$ cat config.mk
export PLATFORM = sky130hd
export DESIGN_NAME = gb_cpu_bus_ctrl
export DESIGN_NICKNAME = d
export VERILOG_FILES = /design/src/rtl/gb_cpu_bus_ctrl.sv
export SDC_FILE = /design/constraint.sdc
export NUM_CORES = 1
export LEC_CHECK = 0
export CORE_MARGIN = 3
export CORE_UTILIZATION = 38
export CTS_CLUSTER_SIZE = 30
export DETAILED_ROUTE_END_ITERATION = 10
export PLACE_DENSITY = 0.82
export SYNTH_ARGS = -nofsm -noshare
export SYNTH_HDL_FRONTEND = slang
export SYNTH_SLANG_ARGS = --single-unit
$ cat constraint.sdc
create_clock -name clk -period 1.5 [get_ports clk]
set_clock_uncertainty 0.05 [all_clocks]
set_input_delay 0.15 -clock clk [delete_from_list [all_inputs] [get_ports clk]]
set_output_delay 0.15 -clock clk [all_outputs]
set_load 0.01 [all_outputs]
$ cat src/rtl/gb_cpu_bus_ctrl.sv
// CPU-side memory bus controller: sequences one byte access over T1..T4 (plus optional wait
// states) and returns read data to the register file through a single write port.

package gb_cpu_bus_pkg;

  // 8-bit register file slots; REG_IR/REG_TMP_H/REG_TMP_L are the only legal read targets.
  typedef enum logic [3:0] {
    REG_A, REG_F, REG_B, REG_C, REG_D, REG_E, REG_H, REG_L,
    REG_SP_H, REG_SP_L, REG_PC_H, REG_PC_L, REG_IR, REG_TMP_H, REG_TMP_L, REG_UNUSED
  } regfile_r8_t;

  // 16-bit register pairs usable as an address source.
  typedef enum logic [2:0] {
    REG_AF, REG_BC, REG_DE, REG_HL, REG_SP, REG_PC, REG_TMP
  } regfile_r16_t;

  // Whole register file, one byte per regfile_r8_t slot.
  typedef logic [15:0][7:0] regfile_t;

  function automatic regfile_r8_t pair_high(regfile_r16_t sel);
    case (sel)
      REG_AF:  return REG_A;
      REG_BC:  return REG_B;
      REG_DE:  return REG_D;
      REG_HL:  return REG_H;
      REG_SP:  return REG_SP_H;
      REG_PC:  return REG_PC_H;
      default: return REG_TMP_H;
    endcase
  endfunction

  function automatic regfile_r8_t pair_low(regfile_r16_t sel);
    case (sel)
      REG_AF:  return REG_F;
      REG_BC:  return REG_C;
      REG_DE:  return REG_E;
      REG_HL:  return REG_L;
      REG_SP:  return REG_SP_L;
      REG_PC:  return REG_PC_L;
      default: return REG_TMP_L;
    endcase
  endfunction

  function automatic logic [7:0] getRegisterHigh(regfile_t regs, regfile_r16_t sel);
    return regs[pair_high(sel)];
  endfunction

  function automatic logic [7:0] getRegisterLow(regfile_t regs, regfile_r16_t sel);
    return regs[pair_low(sel)];
  endfunction

endpackage

module gb_cpu_bus_ctrl
  import gb_cpu_bus_pkg::*;
#(
  parameter int unsigned WAIT_STATES = 0
) (
  input  logic         clk,
  input  logic         reset,
  input  regfile_t     registers,
  input  logic         req_valid,
  output logic         req_ready,
  input  logic         req_write,
  input  regfile_r16_t req_addr_sel,
  input  logic         req_high_page,
  input  regfile_r8_t  req_wdata_sel,
  input  regfile_r8_t  req_dest,
  output logic [15:0]  mem_addr,
  output logic [7:0]   mem_wdata,
  output logic         mem_rd,
  output logic         mem_wr,
  input  logic [7:0]   mem_rdata,
  output regfile_r8_t  data_bus_req,
  output logic [7:0]   data_bus_data,
  output logic         data_bus_wren,
  output logic         bad_dest
);

  localparam logic [2:0] ST_IDLE = 3'd0;
  localparam logic [2:0] ST_T1   = 3'd1;
  localparam logic [2:0] ST_T2   = 3'd2;
  localparam logic [2:0] ST_WAIT = 3'd3;
  localparam logic [2:0] ST_T3   = 3'd4;
  localparam logic [2:0] ST_T4   = 3'd5;

  // Counter value on the final wait cycle; unused when WAIT_STATES is zero.
  localparam logic [3:0] WaitLast = (WAIT_STATES == 0) ? 4'd0 : 4'(WAIT_STATES - 1);
  localparam bit         HasWait  = (WAIT_STATES != 0);

  logic [2:0]   state_q, state_d;
  logic [3:0]   wait_cnt_q, wait_cnt_d;
  logic         rw_q, rw_d;
  regfile_r8_t  dest_q, dest_d;
  logic [15:0]  addr_q, addr_d;
  logic [7:0]   wdata_q, wdata_d;
  logic         rd_q, rd_d;
  logic         wr_q, wr_d;
  regfile_r8_t  db_req_q, db_req_d;
  logic [7:0]   db_data_q, db_data_d;
  logic         db_wren_q, db_wren_d;
  logic         bad_dest_q, bad_dest_d;

  logic         accept;
  logic [15:0]  req_addr;
  logic         dest_legal;
  logic         read_return;

  assign req_ready = ~reset & ((state_q == ST_IDLE) | (state_q == ST_T4));
  assign accept    = req_valid & req_ready;

  // Address source: full register pair, or the LDH high page with the pair's low byte.
  assign req_addr = req_high_page
                  ? {8'hFF, getRegisterLow(registers, req_addr_sel)}
                  : {getRegisterHigh(registers, req_addr_sel),
                     getRegisterLow(registers, req_addr_sel)};

  assign dest_legal  = (dest_q == REG_IR) | (dest_q == REG_TMP_L) | (dest_q == REG_TMP_H);
  // Read data is captured on the edge that leaves T3 and presented during T4.
  assign read_return = (state_q == ST_T3) & ~rw_q;

  // Bus cycle sequencing and wait-state counting.
  always_comb begin
    state_d    = state_q;
    wait_cnt_d = wait_cnt_q;
    case (state_q)
      ST_IDLE: if (accept) state_d = ST_T1;
      ST_T1:   state_d = ST_T2;
      ST_T2: begin
        wait_cnt_d = 4'd0;
        state_d    = HasWait ? ST_WAIT : ST_T3;
      end
      ST_WAIT: begin
        if (wait_cnt_q == WaitLast) begin
          wait_cnt_d = 4'd0;
          state_d    = ST_T3;
        end else begin
          wait_cnt_d = wait_cnt_q + 4'd1;
        end
      end
      ST_T3:   state_d = ST_T4;
      ST_T4:   state_d = accept ? ST_T1 : ST_IDLE;
      default: state_d = ST_IDLE;
    endcase
  end

  // Request capture on accept; values are frozen for the whole access.
  always_comb begin
    rw_d    = rw_q;
    dest_d  = dest_q;
    addr_d  = addr_q;
    wdata_d = wdata_q;
    if (accept) begin
      rw_d    = req_write;
      dest_d  = req_dest;
      addr_d  = req_addr;
      wdata_d = registers[req_wdata_sel];
    end
  end

  // Strobes are decoded from the next state so they appear registered in the matching phase.
  always_comb begin
    rd_d = ~rw_d & ((state_d == ST_T1) | (state_d == ST_T2) |
                    (state_d == ST_WAIT) | (state_d == ST_T3));
    wr_d =  rw_d & ((state_d == ST_T2) | (state_d == ST_WAIT) | (state_d == ST_T3));
  end

  // Read-return port toward the register file; illegal targets raise bad_dest instead.
  always_comb begin
    db_req_d   = db_req_q;
    db_data_d  = db_data_q;
    db_wren_d  = 1'b0;
    bad_dest_d = 1'b0;
    if (read_return) begin
      db_req_d   = dest_q;
      db_data_d  = mem_rdata;
      db_wren_d  = dest_legal;
      bad_dest_d = ~dest_legal;
    end
  end

  // State registers with synchronous reset.
  always_ff @(posedge clk) begin
    if (reset) begin
      state_q    <= ST_IDLE;
      wait_cnt_q <= 4'd0;
      rw_q       <= 1'b0;
      dest_q     <= REG_IR;
      addr_q     <= 16'h0000;
      wdata_q    <= 8'h00;
      rd_q       <= 1'b0;
      wr_q       <= 1'b0;
      db_req_q   <= REG_IR;
      db_data_q  <= 8'h00;
      db_wren_q  <= 1'b0;
      bad_dest_q <= 1'b0;
    end else begin
      state_q    <= state_d;
      wait_cnt_q <= wait_cnt_d;
      rw_q       <= rw_d;
      dest_q     <= dest_d;
      addr_q     <= addr_d;
      wdata_q    <= wdata_d;
      rd_q       <= rd_d;
      wr_q       <= wr_d;
      db_req_q   <= db_req_d;
      db_data_q  <= db_data_d;
      db_wren_q  <= db_wren_d;
      bad_dest_q <= bad_dest_d;
    end
  end

  assign mem_addr      = addr_q;
  assign mem_wdata     = wdata_q;
  assign mem_rd        = rd_q;
  assign mem_wr        = wr_q;
  assign data_bus_req  = db_req_q;
  assign data_bus_data = db_data_q;
  assign data_bus_wren = db_wren_q;
  assign bad_dest      = bad_dest_q;

endmodule

# Word-level counts from Yosys, hierarchy flattened
# Cells that the tools add are included.
dict set report op_classes {
  addsub 1
  order_cmp 3
  n_eq_ne 17
  muxes 16
  bitwise 18
  n_reduce_logical 5
}
# operator n
set op_table {}
lappend op_table {{8-bit binary-select mux with 4-bit select} 3}
lappend op_table {{4-bit case mux with 6 select lines} 2}
lappend op_table {{8-bit two-way mux} 3}
lappend op_table {{3-bit by 2-bit equality test with 1-bit output, second input constant} 6}
lappend op_table {{3-bit case mux with 6 select lines} 1}
lappend op_table {{16-bit two-way mux} 1}
lappend op_table {{3-bit equality test, second input constant} 5}
lappend op_table {{4-bit by 5-bit less-than comparator with 1-bit output, second input constant} 3}
lappend op_table {{4-bit equality test, second input constant} 3}
lappend op_table {{3-bit by 1-bit equality test with 1-bit output, second input constant} 3}
lappend op_table {{1-bit bitwise OR} 8}
lappend op_table {{4-bit case mux with 2 select lines} 1}
lappend op_table {{3-bit logical NOT} 2}
lappend op_table {{3-bit two-way mux} 2}
lappend op_table {{1-bit bitwise AND} 5}
lappend op_table {{1-bit NOT} 5}
lappend op_table {{4-bit by 1-bit adder with 4-bit output, second input constant} 1}
lappend op_table {{4-bit logical NOT} 1}
lappend op_table {{4-bit two-way mux} 1}
lappend op_table {{1-bit two-way mux} 2}
lappend op_table {{2-bit nonzero test} 1}
lappend op_table {{2-bit OR reduction} 1}
dict set report word_totals {
  register_bits 52
  out_inout_bits 41
}

# Logic depth before layout (Yosys ltp)
dict set report depth {
  word_depth 11
  mapped_depth 7
}

# Least setup slack after synthesis
# Ideal clock, no wire load.
dict set report synth_timing {
  path_kind {reg-to-reg}
  startpoint {reg wait_cnt_q[0]}
  endpoint {reg wait_cnt_q[3]}
  setup_time_ns 0.132
  arrival_ns 1.321
  t_required_ns 1.318
  path_slack_ns -0.004
  stages_incl_launch_ff 7
  n_path_buf 0
  period_less_slack_ns 1.504
  path_cell_list {dfxtp_1 > inv_1 > ha_1 > or3b_2 > and3_1 > o21ai_0 > a21oi_1}
}
dict set report synth_via {
  elab_chain_len 3
}
# element line
set synth_rtl {}
lappend synth_rtl {{start: declaration} 92} ;# logic [3:0] wait_cnt_q, wait_cnt_d;
lappend synth_rtl {{start signal: assignment} 199} ;# wait_cnt_q <= wait_cnt_d;
lappend synth_rtl {{4-bit by 1-bit adder with 4-bit output / 4-bit logical NOT (equally long branches)} {138, 134}}
lappend synth_rtl {{4-bit two-way mux (*)} 134} ;# if (wait_cnt_q == WaitLast) begin
lappend synth_rtl {{4-bit case mux with 2 select lines (*)} 126} ;# case (state_q)
# Mark *: on every way between the ends. The rest lies on a longest branch, timed or not.
# A chain may end at the register's enable or synchronous reset.

# Worst setup path in the final report
dict set report layout_timing {
  startpoint {reg state_q[0]}
  endpoint {reg addr_q[9], in the netlist mem_addr[9]}
}
dict set report layout_via {
  elab_chain_len 4
}
# element line
set layout_rtl {}
lappend layout_rtl {{start: declaration} 91} ;# logic [2:0] state_q, state_d;
lappend layout_rtl {{start signal: assignment} 198} ;# state_q <= state_d;
lappend layout_rtl {{3-bit equality test / 3-bit logical NOT (equally long branches)} 109} ;# assign req_ready = ~reset & ((state_q == ST_IDLE) | (state_q == ST_T4));
lappend layout_rtl {{1-bit bitwise OR (*)} 109}
lappend layout_rtl {{1-bit bitwise AND (*)} 109}
lappend layout_rtl {{1-bit bitwise AND (*)} 110} ;# assign accept = req_valid & req_ready;
lappend layout_rtl {{end signal: assignment} 202} ;# addr_q <= addr_d;
lappend layout_rtl {{end: declaration} 95} ;# logic [15:0] addr_q, addr_d;
# Marks and branches as above.

==> summary by stage <==
Logic synthesis
The post-synthesis area per instance is 10.21 um2. During synthesis, Yosys emitted a total of 0 warnings. The most common flop cell mapped by yosys is dfxtp_1. The async set-or-reset flop fraction in the synthesized netlist is 0. Synthesis handed over a netlist of 394 instances. In this run, synthesis inferred 0 flip-flops with an integrated enable. Ranked by total cell area, the synthesized netlist is headed by dfxtp_1 (26%), mux4_1 (23%), mux2i_1 (11%), nand2_1 (5.7%), mux4_2 (5.0%). Of the synthesized area, sequential elements account for 0.2587. The library cell occupying the most area in the post-synthesis netlist is dfxtp_1. The number of synthesized register bits is 52. The share of the synthesized area in the top cell type is 0.2587. The unique cell type count in the Yosys netlist is 43. The synthesized netlist net count is 548. The mapped cell area is 0.004024 mm2.

Clocking
The buffer levels on the longest clock path is 2. The total of hold buffers inserted after clock tree synthesis is 0. The TritonCTS clock tree is yes. Clock-pin slew was measured on the worst setup and hold paths at 0.09 ns. The clock insertion delay at the later pin of the skew report is 0.29 ns. The clock buffer count from CTS is 5. CTS built an H-tree with a depth of 2. The tree is rooted in a clkbuf_8. The clock sink count is 52.

Die
The area inside the core boundary is 0.01004 mm2. The floorplan step set the die width to 108.9 um. The total I/O pin count is 193. The area enclosed by the die boundary is 0.01186 mm2. The starting density of the core is 0.4006. The floorplan row count is 36. The die is 108.9 um tall.

Route
The first detailed-routing pass took 4 iterations. The residual DRC count is 0. After the first detailed-routing iteration, the DRC count stood at 230. After detailed routing, the total wire length is 14,340 um. After detailed routing, the number of vias per cell comes to 5.571. The residual antenna-violating net count after detailed routing is 0. The mean routed wirelength per cell is 18.82 um.

The total via count in the routed design is 4,245.

Finish
The library cells used most frequently in the layout, excluding fill and tap cells, are clkdlybuf4s50_1 (187), nand2_1 (61), buf_4 (61). In the final layout, the share of cells above drive strength 1 is 0.1940. Once layout is complete, the utilization of the core stands at 0.6708. The area added between synthesis and finish is 67.44%. At the end of the flow, the number of nets in the layout was 782. After filler insertion, the fill cell instance count of the layout stands at 763. The most common library cell in the layout ignoring fill and taps is clkdlybuf4s50_1.

The antenna diode count is 0.

Setup path
The signal on the critical path passes through xnor2_2 -> buf_4 -> and3_4 -> buf_4 -> clkbuf_16 -> a311oi_1. On the worst path, the slowest cell contributes a delay of 0.36 ns. The startpoint type of the worst setup path is a flip-flop. STA classifies the critical path endpoint as a flip-flop.

Of all nets on the critical path, the largest fanout is 6. For this design, the slowest cell found on the critical path is dfxtp_4. The critical path arrival is 1.66 ns. By instance count, the cell type seen most on the critical path is buf_4. For the worst setup path, the data required time is 1.65 ns. The critical path is of the flip-flop to flip-flop type.

Timing
The count of endpoints failing setup in the final report is 1. The number of hold-slack violations in the final timing report was 0. The share of the cycle needed by the critical path after routing is 1.011.

On the final layout, the worst hold slack is 0.2365 ns. The count of pins over their slew limit is 0. The achievable frequency is 659.4 MHz. At the pin with the least slew margin, the transition time is 0.3168 ns. The minimum period implied by the final worst setup slack is 1.516 ns. The minimum setup slack in the final design is -0.01646 ns. Setup repair after global routing could not meet its margin everywhere. The relative slew slack is 0.7877.

Status
The run finished, with violations left. The final reports fail on negative setup slack.

GRT
Summed over all layers, the global routing overflow is 0. The wire length of the first global-routing pass is 21,260 um. The initial antenna violation count is 0. The via count of the first global-routing pass came to 4,323.

Entering global routing, the biggest net connects 25 pins. For this run, the total global-route usage over all layers was measured as 0.2292.

Min path
The path category of the worst min-delay check is input port to flip-flop.

Run
The max-cap check violation count is 0.

Pwr
The overall power after layout is 3.868 mW. The maximum resistive drop on vdd is 0.4333 mV. The total leakage power is 2.628 nW. In this run the power density over the cells is 574.0 mW/mm2.

Place
The quantity of I/O buffers inserted on ports is 192. The routability congestion estimate from global placement is 0.9022. The sum of net half-perimeters after detailed placement is 11,600 um.
[power breakdown]
part / switching [mW] / total (mW) / internal (mW)
sequential: 0.0488 / 1.50 / 1.46
combinational: 0.602 / 1.56 / 0.961
clock: 0.425 / 0.801 / 0.375
total: 1.08 / 3.87 / 2.79
[logic make-up (layout without fill, tap and decap cells)]
logic type / count (synthesis) / count (layout) / synth area share
buffers and inverters: 42 / 277 / 0.06623
adder cells (fa/ha/maj): 3 / 3 / 0.008706
XOR/XNOR: 1 / 1 / 0.004043
flip-flops: 52 / 52 / 0.2587
AO/OA/AOI/OAI: 88 / 88 / 0.1412
multiplexers: 89 / 89 / 0.3912
AND/OR/NAND/NOR: 119 / 119 / 0.1300
[synth_stat cells, types with 3 or more instances]
master	instances
nor2_1	27
o22a_1	8
nand3b_1	4
a311oi_1	6
clkbuf_1	8
nor2b_1	4
nand2b_1	4
mux2i_1	44
o211ai_1	5
buf_2	13
a21oi_1	27
inv_1	5
mux4_1	35
dfxtp_1	52
buf_1	3
nor3_1	5
a211oi_1	16
nand3_1	5
o21ai_0	19
buf_4	3
mux4_2	9
nand2_1	61
buf_6	7
[metal layers]
metal | up-vias | routed length [um] | global-route usage
li1 | 1999 | - | -
met1 | 1996 | 5408 | 0.2677
met2 | 216 | 7297 | 0.4079
met3 | 34 | 1226 | 0.05092
met4 | 0 | 405 | 0.08656
met5 | - | 0 | 0
[worst paths after layout]
check | from | slack, ns | end | depth (start not counted)
worst max register to register | state_q[0]$_SDFF_PP0_ | -0.02 | mem_addr[9]$_SDFFE_PP0P_ | 6
worst min register to register | data_bus_data[6]$_SDFFE_PP0P_ | 0.41 | data_bus_data[6]$_SDFFE_PP0P_ | 2
worst min-delay path | reset | 0.24 | wait_cnt_q[0]$_SDFFE_PP0P_ | 3
worst max-delay path | state_q[0]$_SDFF_PP0_ | -0.02 | mem_addr[9]$_SDFFE_PP0P_ | 6
[timing repair]
| item | 4_1_cts | 5_1_grt |
|---|---|---|
| setup buffers | 1 | 2 |
| pin swaps | 2 | 6 |
| endpoints found under the setup margin | 8 | 25 |
| cloned | 1 | 2 |
| gates resized for setup | 10 | 33 |
[final cells by class]
cell class              count  area, um2  area share
clock buffers               7      86.33     0.01281
well taps                 133      166.4     0.02470
flip-flops and latches     52       1049      0.1556
multi-input cells         300       2838      0.4212
inverters                   5      18.77    0.002786
repair buffers            264       2572      0.3818
clock inverters             1      7.507    0.001114
[flip-flops by register name, summed over array words and instances, names as in the netlist]
register / cells
bad_dest: 1
data_bus_data: 8
data_bus_req: 4
data_bus_wren: 1
dest_q: 4
mem_addr: 16
mem_rd: 1
mem_wdata: 8
mem_wr: 1
rw_q: 1
state_q: 3
wait_cnt_q: 4
[per-stage QoR]
step	TNS [ns]	worst slack [ns]	instances	instance area [um2]
CTS	-0.003864	-0.003864	758	6564
floorplan	0	0.01465	394	4024
global placement	-4.350	-0.3156	748	6414
global route	-0.1407	-0.03035	762	6738
detailed placement	-5.383	-0.3415	748	6414
finish	-0.01646	-0.01646	762	6738
[worst max-delay path, delay by kind of cell (launching register included)]
| family | cells | cell delay, ns |
|---|---|---|
| buf+inv | 3 | 0.44 |
| flops | 1 | 0.36 |
| compound gates | 1 | 0.22 |
| simple gates | 1 | 0.21 |
| xor+xnor | 1 | 0.13 |
(Power assumes the default switching activity.)
